==> src/rtl/iram_loader_ctrl.sv <==
// Instruction-RAM controller: arbitrates a byte-wide program loader (LOAD mode)
// and pipelined CPU fetches (RUN mode) onto one single-port synchronous RAM.
module iram_loader_ctrl #(
  parameter int ADDR_W = 8,
  parameter int DATA_W = 16,
  parameter int LOAD_W = 8
) (
  input  logic              clk,
  input  logic              rst_n,
  input  logic              load_en,
  input  logic              ld_valid,
  input  logic [LOAD_W-1:0] ld_data,
  output logic              ld_ready,
  output logic              ld_done,
  output logic [ADDR_W:0]   ld_count,
  input  logic              fetch_req,
  input  logic [ADDR_W-1:0] fetch_addr,
  output logic              fetch_valid,
  output logic [DATA_W-1:0] fetch_data,
  output logic              fetch_busy,
  output logic              ram_we,
  output logic [ADDR_W-1:0] ram_addr,
  output logic [DATA_W-1:0] ram_wdata,
  input  logic [DATA_W-1:0] ram_rdata
);

  localparam int BEATS  = DATA_W / LOAD_W;
  localparam int BEAT_W = (BEATS > 1) ? $clog2(BEATS) : 1;
  localparam logic [BEAT_W-1:0] LAST_BEAT = BEAT_W'(BEATS - 1);
  localparam logic [ADDR_W-1:0] PTR_MAX   = '1;

  typedef enum logic [2:0] {
    S_IDLE,
    S_DRAIN,
    S_LOAD_ASM,
    S_LOAD_WR,
    S_LOAD_DONE
  } state_t;

  state_t              state_q, state_d;
  logic [ADDR_W-1:0]   ptr_q, ptr_d;
  logic [BEAT_W-1:0]   beat_q, beat_d;
  logic [DATA_W-1:0]   asm_q, asm_d;
  logic [ADDR_W:0]     count_q, count_d;
  logic                done_q, done_d;
  logic                rd_pend_q, rd_pend_d;
  logic                fetch_valid_q, fetch_valid_d;
  logic [DATA_W-1:0]   fetch_hold_q, fetch_hold_d;
  logic                ram_we_q, ram_we_d;
  logic [ADDR_W-1:0]   ram_addr_q, ram_addr_d;
  logic [DATA_W-1:0]   ram_wdata_q, ram_wdata_d;
  logic                ld_ready_c;
  logic [DATA_W-1:0]   asm_merged;

  // Current beat dropped into its little-endian lane of the word being built.
  for (genvar gi = 0; gi < BEATS; gi++) begin : g_beat
    assign asm_merged[gi*LOAD_W +: LOAD_W] =
      (beat_q == BEAT_W'(gi)) ? ld_data : asm_q[gi*LOAD_W +: LOAD_W];
  end

  always_comb begin
    state_d       = state_q;
    ptr_d         = ptr_q;
    beat_d        = beat_q;
    asm_d         = asm_q;
    count_d       = count_q;
    done_d        = done_q;
    rd_pend_d     = 1'b0;
    fetch_valid_d = rd_pend_q;
    fetch_hold_d  = fetch_valid_q ? ram_rdata : fetch_hold_q;
    ram_we_d      = 1'b0;
    ram_addr_d    = ram_addr_q;
    ram_wdata_d   = ram_wdata_q;
    ld_ready_c    = 1'b0;

    case (state_q)
      S_IDLE: begin
        // A fetch in the same cycle load_en rises is still served; DRAIN waits for it.
        if (fetch_req) begin
          rd_pend_d  = 1'b1;
          ram_addr_d = fetch_addr;
        end
        if (load_en) state_d = S_DRAIN;
      end

      S_DRAIN: begin
        if (!load_en) begin
          state_d = S_IDLE;
        end else if (!rd_pend_q) begin
          state_d = S_LOAD_ASM;
          ptr_d   = '0;
          beat_d  = '0;
          asm_d   = '0;
          count_d = '0;
          done_d  = 1'b0;
        end
      end

      S_LOAD_ASM: begin
        if (!load_en) begin
          state_d = S_IDLE;
          beat_d  = '0;
        end else begin
          ld_ready_c = 1'b1;
          if (ld_valid) begin
            asm_d = asm_merged;
            if (beat_q == LAST_BEAT) begin
              // Write strobe is registered so it is high exactly during LOAD_WR.
              beat_d      = '0;
              state_d     = S_LOAD_WR;
              ram_we_d    = 1'b1;
              ram_addr_d  = ptr_q;
              ram_wdata_d = asm_merged;
            end else begin
              beat_d = beat_q + BEAT_W'(1);
            end
          end
        end
      end

      S_LOAD_WR: begin
        ptr_d   = ptr_q + ADDR_W'(1);
        count_d = count_q + (ADDR_W + 1)'(1);
        if (ptr_q == PTR_MAX) begin
          done_d  = 1'b1;
          state_d = load_en ? S_LOAD_DONE : S_IDLE;
        end else begin
          state_d = load_en ? S_LOAD_ASM : S_IDLE;
        end
      end

      S_LOAD_DONE: begin
        if (!load_en) state_d = S_IDLE;
      end

      default: state_d = S_IDLE;
    endcase
  end

  always_ff @(posedge clk or negedge rst_n) begin
    if (!rst_n) begin
      state_q       <= S_IDLE;
      ptr_q         <= '0;
      beat_q        <= '0;
      asm_q         <= '0;
      count_q       <= '0;
      done_q        <= 1'b0;
      rd_pend_q     <= 1'b0;
      fetch_valid_q <= 1'b0;
      fetch_hold_q  <= '0;
      ram_we_q      <= 1'b0;
      ram_addr_q    <= '0;
      ram_wdata_q   <= '0;
    end else begin
      state_q       <= state_d;
      ptr_q         <= ptr_d;
      beat_q        <= beat_d;
      asm_q         <= asm_d;
      count_q       <= count_d;
      done_q        <= done_d;
      rd_pend_q     <= rd_pend_d;
      fetch_valid_q <= fetch_valid_d;
      fetch_hold_q  <= fetch_hold_d;
      ram_we_q      <= ram_we_d;
      ram_addr_q    <= ram_addr_d;
      ram_wdata_q   <= ram_wdata_d;
    end
  end

  // RAM data is forwarded in its arrival cycle for 2-cycle latency; the hold
  // register keeps the last delivered word visible between fetches.
  assign fetch_valid = fetch_valid_q;
  assign fetch_data  = fetch_valid_q ? ram_rdata : fetch_hold_q;
  assign fetch_busy  = (state_q != S_IDLE);
  assign ld_ready    = ld_ready_c;
  assign ld_done     = done_q;
  assign ld_count    = count_q;
  assign ram_we      = ram_we_q;
  assign ram_addr    = ram_addr_q;
  assign ram_wdata   = ram_wdata_q;

endmodule
==> config.mk <==
export PLATFORM = sky130hd
export DESIGN_NAME = iram_loader_ctrl
export DESIGN_NICKNAME = d
export VERILOG_FILES = /design/src/rtl/iram_loader_ctrl.sv
export SDC_FILE = /design/constraint.sdc
export NUM_CORES = 1
export LEC_CHECK = 0
export BUFFER_PORTS_ARGS = -buffer_cell sky130_fd_sc_hd__buf_2
export CORE_AREA = 2 2 82 84
export DETAILED_ROUTE_END_ITERATION = 8
export DIE_AREA = 0 0 84 86
export GPL_TIMING_DRIVEN = 0
export PLACE_DENSITY_LB_ADDON = 0.08
export SLEW_MARGIN = 5
export SYNTH_ARGS = -nofsm -noshare
export SYNTH_HDL_FRONTEND = slang
export SYNTH_SLANG_ARGS = --single-unit
==> constraint.sdc <==
create_clock -name clk -period 4.1 [get_ports clk]
set_input_delay 1.025 -clock clk [delete_from_list [all_inputs] [get_ports clk]]
set_output_delay 1.025 -clock clk [all_outputs]
set_load 0.02 [all_outputs]
# After elaboration in Yosys (flattened, before gate mapping)
# Index checks and enable logic that the tools add are counted.
[classes]
n_addsub = 3
mul = 0
n_div = 0
order_cmp = 0
n_eq_ne = 17
n_shift = 0
mux = 46
bitwise = 0
reduce_logical = 12
[op_table]
columns = ["cell", "n"]
rows = [
  ["two-way mux 16 bit", 5],
  ["two-way mux 8 bit", 8],
  ["case mux 16 bit (2 select lines)", 1],
  ["case mux 8 bit (2 select lines)", 2],
  ["two-way mux 3 bit", 9],
  ["two-way mux 9 bit", 2],
  ["inequality test 2 bit, second input constant", 9],
  ["case mux 9 bit (2 select lines)", 1],
  ["case mux 3 bit (5 select lines)", 1],
  ["AND reduction 5 bit", 3],
  ["two-way mux 1 bit", 14],
  ["AND reduction 4 bit", 3],
  ["adder 9 x 1 -> 9 bit, second input constant", 1],
  ["inequality test 3 bit, second input constant", 3],
  ["adder 8 x 1 -> 8 bit, second input constant", 1],
  ["== test 8 bit, second input constant", 1],
  ["== test 3 x 2 -> 1 bit, second input constant", 2],
  ["nonzero test 2 bit", 3],
  ["case mux 1 bit (2 select lines)", 2],
  ["== test 3 x 1 -> 1 bit, second input constant", 1],
  ["== test 3 bit, second input constant", 1],
  ["zero test 3 bit", 1],
  ["AND reduction 3 bit", 1],
  ["nonzero test 3 bit", 1],
  ["other kinds (2)", 2],
]
[totals]
register_bits = 81
latchBits = 0
ramBits = 0
romBits = 0
in_bits = 37
out_inout_bits = 54
word_cells = 90
memories = 0

# Logic depth before layout (Yosys ltp)
# Gate-level depths: netlist (run 1).
[depth]
ltp_word = 5
ltp_mapped = 7
depth_no_buf = 5

# Worst setup path before layout (run 1)
# No wires, ideal clock.
[synth_path]
path_kind = "reg2out"
startpoint = "reg fetch_valid_q, in the netlist fetch_valid"
endpoint = "out fetch_data[10]"
arrival_ns = 1.505
required_ns = 3.075
setup_slack_ns = 1.570
stages_incl_launch_ff = 4
path_buffers = 2
path_cell_list = "dfrtp_1 -> clkbuf_1 -> clkbuf_1 -> mux2_2"
[synth_via]
elab_chain_len = 1
[synth_rtl]
columns = ["element", "line_no", "text"]
rows = [
  ["start, declared", "47", "logic fetch_valid_q, fetch_valid_d;"],
  ["start signal, assigned", "162", "fetch_valid_q <= fetch_valid_d;"],
  ["two-way mux 16 bit", "173", "assign fetch_data = fetch_valid_q ? ram_rdata : fetch_hold_q;"],
  ["end, declared", "19", "output logic [DATA_W-1:0] fetch_data,"],
]
# No other way between the ends.

# Worst setup path in the final report (run 1)
[layout_path]
startpoint = "reg fetch_valid_q, in the netlist fetch_valid"
endpoint = "out fetch_data[13]"
# The elaborated chain is that of the path after synthesis.

==> flow_summary.yaml, run 1 <==
clock_network:
  cts_tree: "built"
  post_cts_resized: 0
  cts_sinks: 73
  clkLatencyLatePin_ns: 0.33
  hold_buffers: 0
  cts_setup_buffers: 0
  clk_pin_slew_ns: 0.07
  numCtsBuffers: 9
  clock_path_buffers: 2
  cts-root-buf: "clkbuf_8"
  htreeDepth: 3
pwr:
  p_seq_share_pct: 44.5
  clkPwrFrac_pct: 29.1
  p_per_area_nw_per_um2: 538
  p_int_mw: 1.44
  p_sw_mw: 0.660
  swShare_pct: 31.4
  ir_worst_vdd_uv: 280
  total_leakage_power_nw: 1.98
  p_comb_share_pct: 26.3
final_layout:
  insertedDiodeCount: 0
  final_nets: 402
  final_util_pct: 62.3
  fin_area_um2: 3910
  final_layout_size_suffix_gt1_share_pct: 37.2
  area_growth_syn_to_layout_pct: 25.6
  final_cell_mix: "95 x buf_2, 73 x dfrtp_1, 23 x o21ai_0, 20 x mux2_2, 19 x nor2_1"
  multi_input_area_um2: 1200
  fillers: 546
  seq_area_um2: 1830
  layout_commonest_cell: "buf_2"
grt:
  grt_pass1_wl_um: 10700
  track_usage_pct: 18.4
  antenna_found_initial: 0
  grt_pass1_vias: 2223
  grt_max_degree: 65
  overflow: 0
detailed_routing:
  drtPass1Iterations: 4
  ant_nets: 0
  wl_met3_um: 403
  met2WireLength_um: 2860
  wl_per_cell_um: 14.2
  drc_errors: 0
  detailroute.via_count: 2344
  drtIter0Drc: 112
  routed_wl_um: 6340
  dr.max_layer_used: "met4"
  viasPerCell: 5.27
  met1_length_um: 3020
min_path:
  whs_path_depth: 0
  holdPathEnd: "fetch_valid"
  hold_start: "fetch_valid_d"
  hp-class: "reg2reg"
synthesis:
  ys_seq_area_share_pct: 58.7
  synthArstFlopShare_pct: 100
  synth.distinct_cells: 38
  synth-edff-count: 0
  synth-main-ff-cell: "dfrtp_1"
  syn_avg_cell_area_um2: 11.9
  synthesis.area_um2: 3110
  synth_warnings: 0
  synthCells: 261
  syn_nets: 300
  synth-seq-cells: 73
worst_setup_path:
  ff2ff_path_depth: 5
  cp.required_ns: 3.07
  crit_path_end_kind: "output port"
  path_max_fanout: 10
  critPathLaunchType: "flop"
  reg2reg_from: "state_q[2]"
  cpMaxStageDelayCell: "clkbuf_1"
  timing_worst_setup_path_type: "reg2out"
  worstPathCellList: "clkbuf_1 > clkbuf_1 > mux2_2 > buf_2"
  reg2reg_slack_ns: 2.13
  r2r-end: "ram_wdata[7]"
  path_common_cell: "clkbuf_1"
  cp.arrival_ns: 1.97
  slowest_delay_ns: 0.45
sta:
  relSlewSlack_pct: 60.7
  final.period_utilization_pct: 73.0
  fin_worst_skew_ns: 0.00833
  fin_tns_setup_ns: 0
  hold_violations: 0
  setup_viol: 0
  rsz0062_at_grt: "no"
  post-route-min-period_ns: 2.99
  fin_hold_ws_ns: 0.472
  tightest_slew_ns: 0.585
  fmax_mhz: 334
  finalMaxSlewViolations: 0
floorplan:
  ios: 91
  die_x_um: 84
  core_area_um2: 6280
  start_util_pct: 49.6
  dieArea_um2: 7220
  die_y_um: 86
  num_rows: 29
status:
  outcome: "finished clean"
run:
  drv_cap: 0
placement:
  dpl.hpwl_um: 4540
  port-buffer-count: 90
  place.gp.congestion: 0.774
  dpl-instance-area_um2: 3690
## power by group through the flow
stage / clock (mW) / sequential [mW] / combinational, mW
6_report: 0.612 / 0.937 / 0.554
3_3_place_gp: 0 / 0.946 / 0.548
4_1_cts: 0.633 / 0.939 / 0.563
2_1_floorplan: 0 / 1.02 / 0.292
3_5_place_dp: 0 / 0.952 / 0.561
5_1_grt: 0.665 / 0.957 / 0.608
## per-stage QoR
step	total power, mW	std cells	worst slack [ns]
after floorplan	1.31	261	1.57
after global placement	1.49	428	1.44
after detailed placement	1.51	429	1.45
after CTS	2.13	445	1.06
after global routing	2.23	445	0.901
final	2.10	445	1.11
## worst max-delay path by stage
stage,start,to,cells past startpoint,slack (ns)
after floorplan,fetch_valid,fetch_data[10],3,1.57
after global placement,fetch_valid,fetch_data[9],4,1.44
after detailed placement,fetch_valid,fetch_data[12],4,1.45
after CTS,fetch_valid,fetch_data[12],4,1.06
after global routing,fetch_valid,fetch_data[5],4,0.90
final,fetch_valid,fetch_data[13],4,1.11
## layer usage
metal | GRT usage, % | vias up
met4 | 7.48 | 0
met5 | 0 | -
met1 | 25.8 | 1119
met3 | 4.43 | 7
li1 | - | 1143
met2 | 27.9 | 75
## area by class of cell
class | count | area share (%)
clock buffers | 11 | 3.62
repair buffers | 91 | 12.3
flip-flops and latches | 73 | 46.7
inverters | 3 | 0.288
well taps | 77 | 2.46
multi-input cells | 171 | 30.7
clock inverters | 5 | 2.02
plain buffers | 14 | 1.92
## cells in the mapped netlist, types with 3 or more instances
library cell,count,area [um2]
a21oi_1,13,65.1
a22o_1,10,87.6
a31oi_1,4,25.0
and3_1,5,31.3
buf_2,6,30.0
clkbuf_1,5,18.8
dfrtp_1,73,1830
inv_1,3,11.3
mux2_1,12,135
mux2_2,20,225
mux2i_1,8,80.1
nand2_1,14,52.6
nand3_1,7,35.0
nand4_1,3,18.8
nor2_1,19,71.3
nor2b_1,4,25.0
o21ai_0,23,115
o31ai_1,5,37.5
## registers in the layout, indices dropped and copies added, names as in the netlist
register,count
ram_we,1
fetch_hold_q,16
asm_q,8
ram_wdata,16
beat_q,1
ld_done,1
fetch_valid_d,1
fetch_valid,1
ram_addr,8
ptr_q,8
ld_count,9
state_q,3
## worst max-delay path, delay by kind of cell (launching register included)
family	cells	cell delay (ns)
buf+inv	3	0.89
mux	1	0.41
flops	1	0.34
## cells by family (layout without fill, tap and decap cells)
family | Yosys count | in the layout | share of synthesized area, %
AOI/OAI and AO/OA | 63 | 63 | 12.5
adders and majority gates | 2 | 2 | 0.804
buffers and inverters | 17 | 124 | 2.77
DFF | 73 | 73 | 58.7
muxes | 40 | 40 | 14.2
and+or+nand+nor | 66 | 66 | 11.1
Power figures use the tool's default switching activity.
==> run 2, diff against run 1 <==
ABC_AREA = 1   (was unset)
CORE_AREA = 2 2 93 95   (was 2 2 82 84)
DIE_AREA = 0 0 95 97   (was 0 0 84 86)
clock period = 2.66 ns   (was 4.1 ns; I/O delays follow)
==> run 2 against run 1 <==
- clock power up 32%
- global-route usage is 1.9 points higher
- flip-flop and latch count rose by 8
- setup slack got worse by 0.97 ns
- sequential power is 89% higher
- hold slack worse by 0.21 ns
- first-iteration DRC count up 47%
- area after synthesis up 22%
- register-to-register slack got worse by 1.2 ns
- non-clock buffer count is the same
- clock-buffer cell count is 1 lower
- total power increased by 120%
- critical endpoint is now fetch_data[10]
- largest power group is now combinational logic
==> flow_summary.yaml, run 2 <==
status:
  outcome: "finished clean"
grt:
  antenna_found_initial: 0
  grt_max_degree: 48
  grt_pass1_wl_um: 15000
  overflow: 0
  grt_pass1_vias: 3202
  track_usage_pct: 20.4
detailed_routing:
  viasPerCell: 5.01
  ant_nets: 0
  drtIter0Drc: 165
  drc_errors: 0
  wl_per_cell_um: 13.5
  drtPass1Iterations: 4
  detailroute.via_count: 3220
  routed_wl_um: 8660
placement:
  dp_cells: 627
  port-buffer-count: 90
  dpl.hpwl_um: 6260
  place.gp.congestion: 0.774
worst_setup_path:
  crit_path_end_kind: "output port"
  worstPathCellList: "clkbuf_1 > buf_2 > mux2_2 > buf_2"
  slowest_delay_ns: 0.38
  timing_worst_setup_path_type: "reg2out"
  reg2reg_from: "state_q[2]"
  cp.arrival_ns: 1.85
  path_common_cell: "buf_2"
  crit_buf_inv: 3
  cp.required_ns: 2.00
  critPathTopFamily: "buffers and inverters"
  critPathLaunchType: "flop"
  cpMaxStageDelayCell: "mux2_2"
  setup.worst_path.start: "fetch_valid"
  path_max_fanout: 10
sta:
  hold_violations: 0
  post-route-min-period_ns: 2.52
  tightest_slew_ns: 0.485
  fin_tns_setup_ns: 0
  final.period_utilization_pct: 94.7
  relSlewSlack_pct: 67.7
  finalMaxSlewViolations: 0
  setup_viol: 0
  fin_worst_skew_ns: 0.00815
  rsz0062_at_grt: "no"
  fmax_mhz: 397
clock_network:
  clk_pin_slew_ns: 0.08
  cts_sinks: 81
  clock_path_buffers: 2
  hold_buffers: 0
  numCtsBuffers: 9
  clkLatencyLatePin_ns: 0.35
  cts_setup_buffers: 0
  cts_tree: "built"
  post_cts_resized: 0
  cts-root-buf: "clkbuf_8"
  htreeDepth: 3
run:
  drv_cap: 0
synthesis:
  ys_seq_area_share_pct: 53.2
  synth_top_area_share_pct: 53.2
  synthesis.area_um2: 3810
  synth_area_leaders: "dfrtp_1 53%, nand2_1 14%, o21ai_0 5.1%"
  synthCells: 431
  synth_warnings: 0
  synth.largest_area_cell: "dfrtp_1"
  synth_most_common_cell: "nand2_1"
  syn_avg_cell_area_um2: 8.83
  synthArstFlopShare_pct: 100
  synth.distinct_cells: 29
  synth-edff-count: 0
  synth-seq-cells: 81
  syn_nets: 470
  synth-main-ff-cell: "dfrtp_1"
  synth_common_cells: "147 x nand2_1, 81 x dfrtp_1, 39 x o21ai_0"
pwr:
  p_per_area_nw_per_um2: 994
  ir_worst_vdd_uv: 427
  total_leakage_power_nw: 2.31
final_layout:
  layout_commonest_cell: "nand2_1"
  seq_area_um2: 2030
  final_cell_mix: "147 x nand2_1, 96 x buf_2, 81 x dfrtp_1, 39 x o21ai_0, 28 x nand3_1"
  multi_input_area_um2: 1590
  fillers: 780
  final_nets: 572
  area_growth_syn_to_layout_pct: 20.6
  layout.cells.non_filler: 643
  final_layout_size_suffix_gt1_share_pct: 30.9
  insertedDiodeCount: 0
floorplan:
  ios: 91
  num_rows: 33
  dieArea_um2: 9220
  die_x_um: 95
  core_area_um2: 8130
  start_util_pct: 46.8
  die_y_um: 97
min_path:
  hp-class: "in2async"
[run 2: changes by cell type in the layout (fill, tap and decap cells not counted), moves of 10 or more]
cell / before / now
or2_2: 0 / 18
nand3_1: 7 / 28
nand2_1: 14 / 147
nor2_1: 19 / 8
o21ai_0: 23 / 39
o21ai_1: 2 / 25
a22o_1: 10 / 0
inv_1: 3 / 24
mux2_1: 12 / 0
a21oi_1: 13 / 0
[run 2: power by group]
group / switching, mW / total [mW] / leakage, nW / internal [mW]
registers: 0.186 / 1.77 / 1.07 / 1.58
clock network: 0.466 / 0.806 / 0.0785 / 0.340
logic: 1.28 / 1.99 / 1.16 / 0.706
total: 1.93 / 4.56 / 2.31 / 2.63
[run 2: final cells by class]
cell class,count,share of cell area (%)
Clock inverter,6,0.981
Multi-Input combinational cell,308,34.7
Inverter,28,2.29
Timing Repair Buffer,91,10.5
Sequential cell,81,44.1
Tap cell,105,2.86
Clock buffer,10,2.78
Buffer,14,1.83
[run 2: worst paths after layout]
kind,endpoint,slack [ns],depth (start not counted)
worst min register to register,ram_wdata[10],0.48,2
worst max-delay path,fetch_data[10],0.14,4
worst min-delay path,fetch_hold_q[14],0.26,1
max in group asynchronous,ld_done,1.81,2
min in group clk,ram_wdata[10],0.48,2
worst max register to register,ptr_q[6],0.98,9
[run 2: per-stage QoR]
| step | hold WS [ns] | util (%) | setup slack [ns] | power, mW | instance area [um2] |
|---|---|---|---|---|---|
| global route | 0.283 | 56.5 | 0.00413 | 4.90 | 4590 |
| floorplan | 0.369 | - | 0.627 | 3.17 | 3810 |
| detailed placement | 0.458 | 54.3 | 0.484 | 3.80 | 4420 |
| CTS | 0.269 | 56.5 | 0.102 | 4.61 | 4590 |
| finish | 0.261 | 56.5 | 0.141 | 4.56 | 4590 |
| global placement | 0.458 | 54.0 | 0.268 | 3.76 | 4390 |
[run 2: worst register-to-register path, stage by stage (launching register included)]
cell and delay [ns]:
dfrtp_1 0.42, inv_1 0.14, nand2_2 0.11, nor2_4 0.20, inv_2 0.09, o21ai_1 0.10, nand2_2 0.14, inv_1 0.10
buf_4 0.17, o21ai_0 0.09
[run 2: logic make-up after synthesis]
group	count (synthesis)	share of synthesized area (%)
and+or+nand+nor	219	26.2
DFF	81	53.2
AOI/OAI and AO/OA	68	9.56
buffers and inverters	42	4.96
muxes	16	4.73
xor gates and xnor gates	3	0.690
adders and majority gates	2	0.657
[run 2: routing by layer]
layer	part of all wire, %	track usage (%)	vias up
li1	-	-	1607
met1	49	29.4	1506
met2	44	30.2	93
met3	5.1	4.44	14
met4	1.6	7.02	0
met5	0	0	-
==> run 3, diff against run 2 <==
CORE_AREA = 3 3 94 96   (was 2 2 93 95)
DIE_AREA = 0 0 97 99   (was 0 0 95 97)
==> run 3 against run 2 <==
- setup slack improved by 0.029 ns
- sequential power is essentially flat
- total power is 1.3% higher
- largest power group unchanged
- hold slack lost 0.018 ns
- clock skew grew 0.0068 ns
- critical endpoint is now fetch_data[11]
- critical path depth unchanged
- via count is 0.68% lower
- final cell count unchanged
- register-to-register slack improved by 0.04 ns
- global-route usage down 1.4 points
- clock power rose by 8.6%
- routed wire length is 0.91% higher
==> flow_summary.yaml, run 3 (same netlist as run 2, synthesis figures left out) <==
sta:
  final.period_utilization_pct: 93.6
  fmax_mhz: 402
  setup_viol: 0
  tightest_slew_ns: 0.452
  post-route-min-period_ns: 2.49
  rsz0062_at_grt: "no"
  finalMaxSlewViolations: 0
  fin_tns_setup_ns: 0
  fin_worst_skew_ns: 0.0150
  relSlewSlack_pct: 69.9
  hold_violations: 0
worst_setup_path:
  critPathLaunchType: "flop"
  cpMaxStageDelayCell: "mux2_2"
  cp.depth: 4
  worstPathCellList: "clkbuf_1 > buf_2 > mux2_2 > buf_2"
  timing_worst_setup_path_type: "reg2out"
  slowest_delay_ns: 0.38
  ff2ff_path_depth: 9
  cp.required_ns: 2.00
  cp.arrival_ns: 1.82
  critPathTopFamily: "buffers and inverters"
  crit_buf_inv: 3
  path_max_fanout: 10
  crit_path_end_kind: "output port"
  path_common_cell: "buf_2"
final_layout:
  fillers: 775
  final_cell_mix: "147 x nand2_1, 96 x buf_2, 81 x dfrtp_1, 39 x o21ai_0, 28 x nand3_1"
  fin_area_um2: 4600
  insertedDiodeCount: 0
  area_growth_syn_to_layout_pct: 20.9
  final_nets: 572
  multi_input_area_um2: 1590
  seq_area_um2: 2030
  layout_commonest_cell: "nand2_1"
  final_layout_size_suffix_gt1_share_pct: 30.7
placement:
  port-buffer-count: 90
  dpl-instance-area_um2: 4420
  place.gp.congestion: 0.822
  dpl.hpwl_um: 6430
detailed_routing:
  viasPerCell: 4.97
  drtPass1Iterations: 4
  drc_errors: 0
  routed_wl_um: 8740
  ant_nets: 0
  drtIter0Drc: 105
  wl_per_cell_um: 13.6
  detailroute.via_count: 3198
pwr:
  ir_worst_vdd_uv: 544
  swShare_pct: 41.1
  clkPwrFrac_pct: 18.9
  p_per_area_nw_per_um2: 1000
  p_comb_share_pct: 42.7
  p_int_mw: 2.72
  total_leakage_power_nw: 2.33
  p_seq_share_pct: 38.4
  p_sw_mw: 1.90
clock_network:
  numCtsBuffers: 9
  clkLatencyLatePin_ns: 0.35
  cts-root-buf: "clkbuf_8"
  post_cts_resized: 0
  cts_tree: "built"
  htreeDepth: 3
  hold_buffers: 0
  clk_pin_slew_ns: 0.08
  clock_path_buffers: 2
  cts_setup_buffers: 0
  cts_sinks: 81
floorplan:
  core_area_um2: 8130
  ios: 91
  num_rows: 33
  die_y_um: 99
  start_util_pct: 46.8
  dieArea_um2: 9600
  die_x_um: 97
grt:
  grt-busiest-layer: "met2"
  grt_use_met1_pct: 26.9
  grt_pass1_vias: 3128
  track_usage_pct: 19.0
  grt_use_met2_pct: 28.7
  grt_use_met3_pct: 3.96
  grt_max_degree: 53
  antenna_found_initial: 0
  grt_pass1_wl_um: 14900
  overflow: 0
status:
  outcome: "finished clean"
run:
  drv_cap: 0
min_path:
  hp-class: "in2async"
[run 3: cell count changes in the layout (fill, tap and decap cells not counted), sizes merged]
cell,before,now
clkbuf,13,14
bufinv,0,1
clkinvlp,3,0
inv,26,27
[run 3: path summary, 6_finish.rpt]
check / start / endpoint / slack, ns
worst max register to register: state_q[2] / ptr_q[4] / 1.02
worst min-delay path: rst_n / fetch_hold_q[5] / 0.24
min in group clk: ram_wdata[9] / ram_wdata[9] / 0.48
max in group asynchronous: rst_n / ram_addr[2] / 1.83
worst max-delay path: fetch_valid / fetch_data[11] / 0.17
worst min register to register: ram_wdata[9] / ram_wdata[9] / 0.48
[run 3: per-layer routing]
metal | routed length, um | part of all wire [%]
met4 | 133 | 1.5
met5 | 0 | 0
met1 | 4250 | 49
met3 | 482 | 5.5
met2 | 3870 | 44
[run 3: per-stage QoR]
step	setup WS [ns]	util, %	cells	total power, mW	hold slack [ns]
floorplan	0.627	-	431	3.17	0.369
global placement	0.267	54.0	626	3.76	0.457
detailed placement	0.490	54.3	627	3.80	0.458
CTS	0.103	56.6	643	4.68	0.250
global route	0.0489	56.6	643	4.97	0.265
finish	0.171	56.6	643	4.62	0.243
[run 3: power groups by stage]
stage / logic [mW] / registers (mW) / clock network, mW
floorplan: 1.24 / 1.92 / 0
global placement: 1.97 / 1.79 / 0
detailed placement: 2.00 / 1.79 / 0
CTS: 2.01 / 1.78 / 0.903
global route: 2.19 / 1.82 / 0.960
finish: 1.97 / 1.78 / 0.875
[run 3: area by class of cell]
type	instances	area share, %
sequential	81	44.0
multi-input combinational	308	34.6
timing repair buffer	91	10.4
clock buffer	11	2.85
tap	105	2.85
inverter	28	2.28
buffer	14	1.82
clock inverter	5	1.17
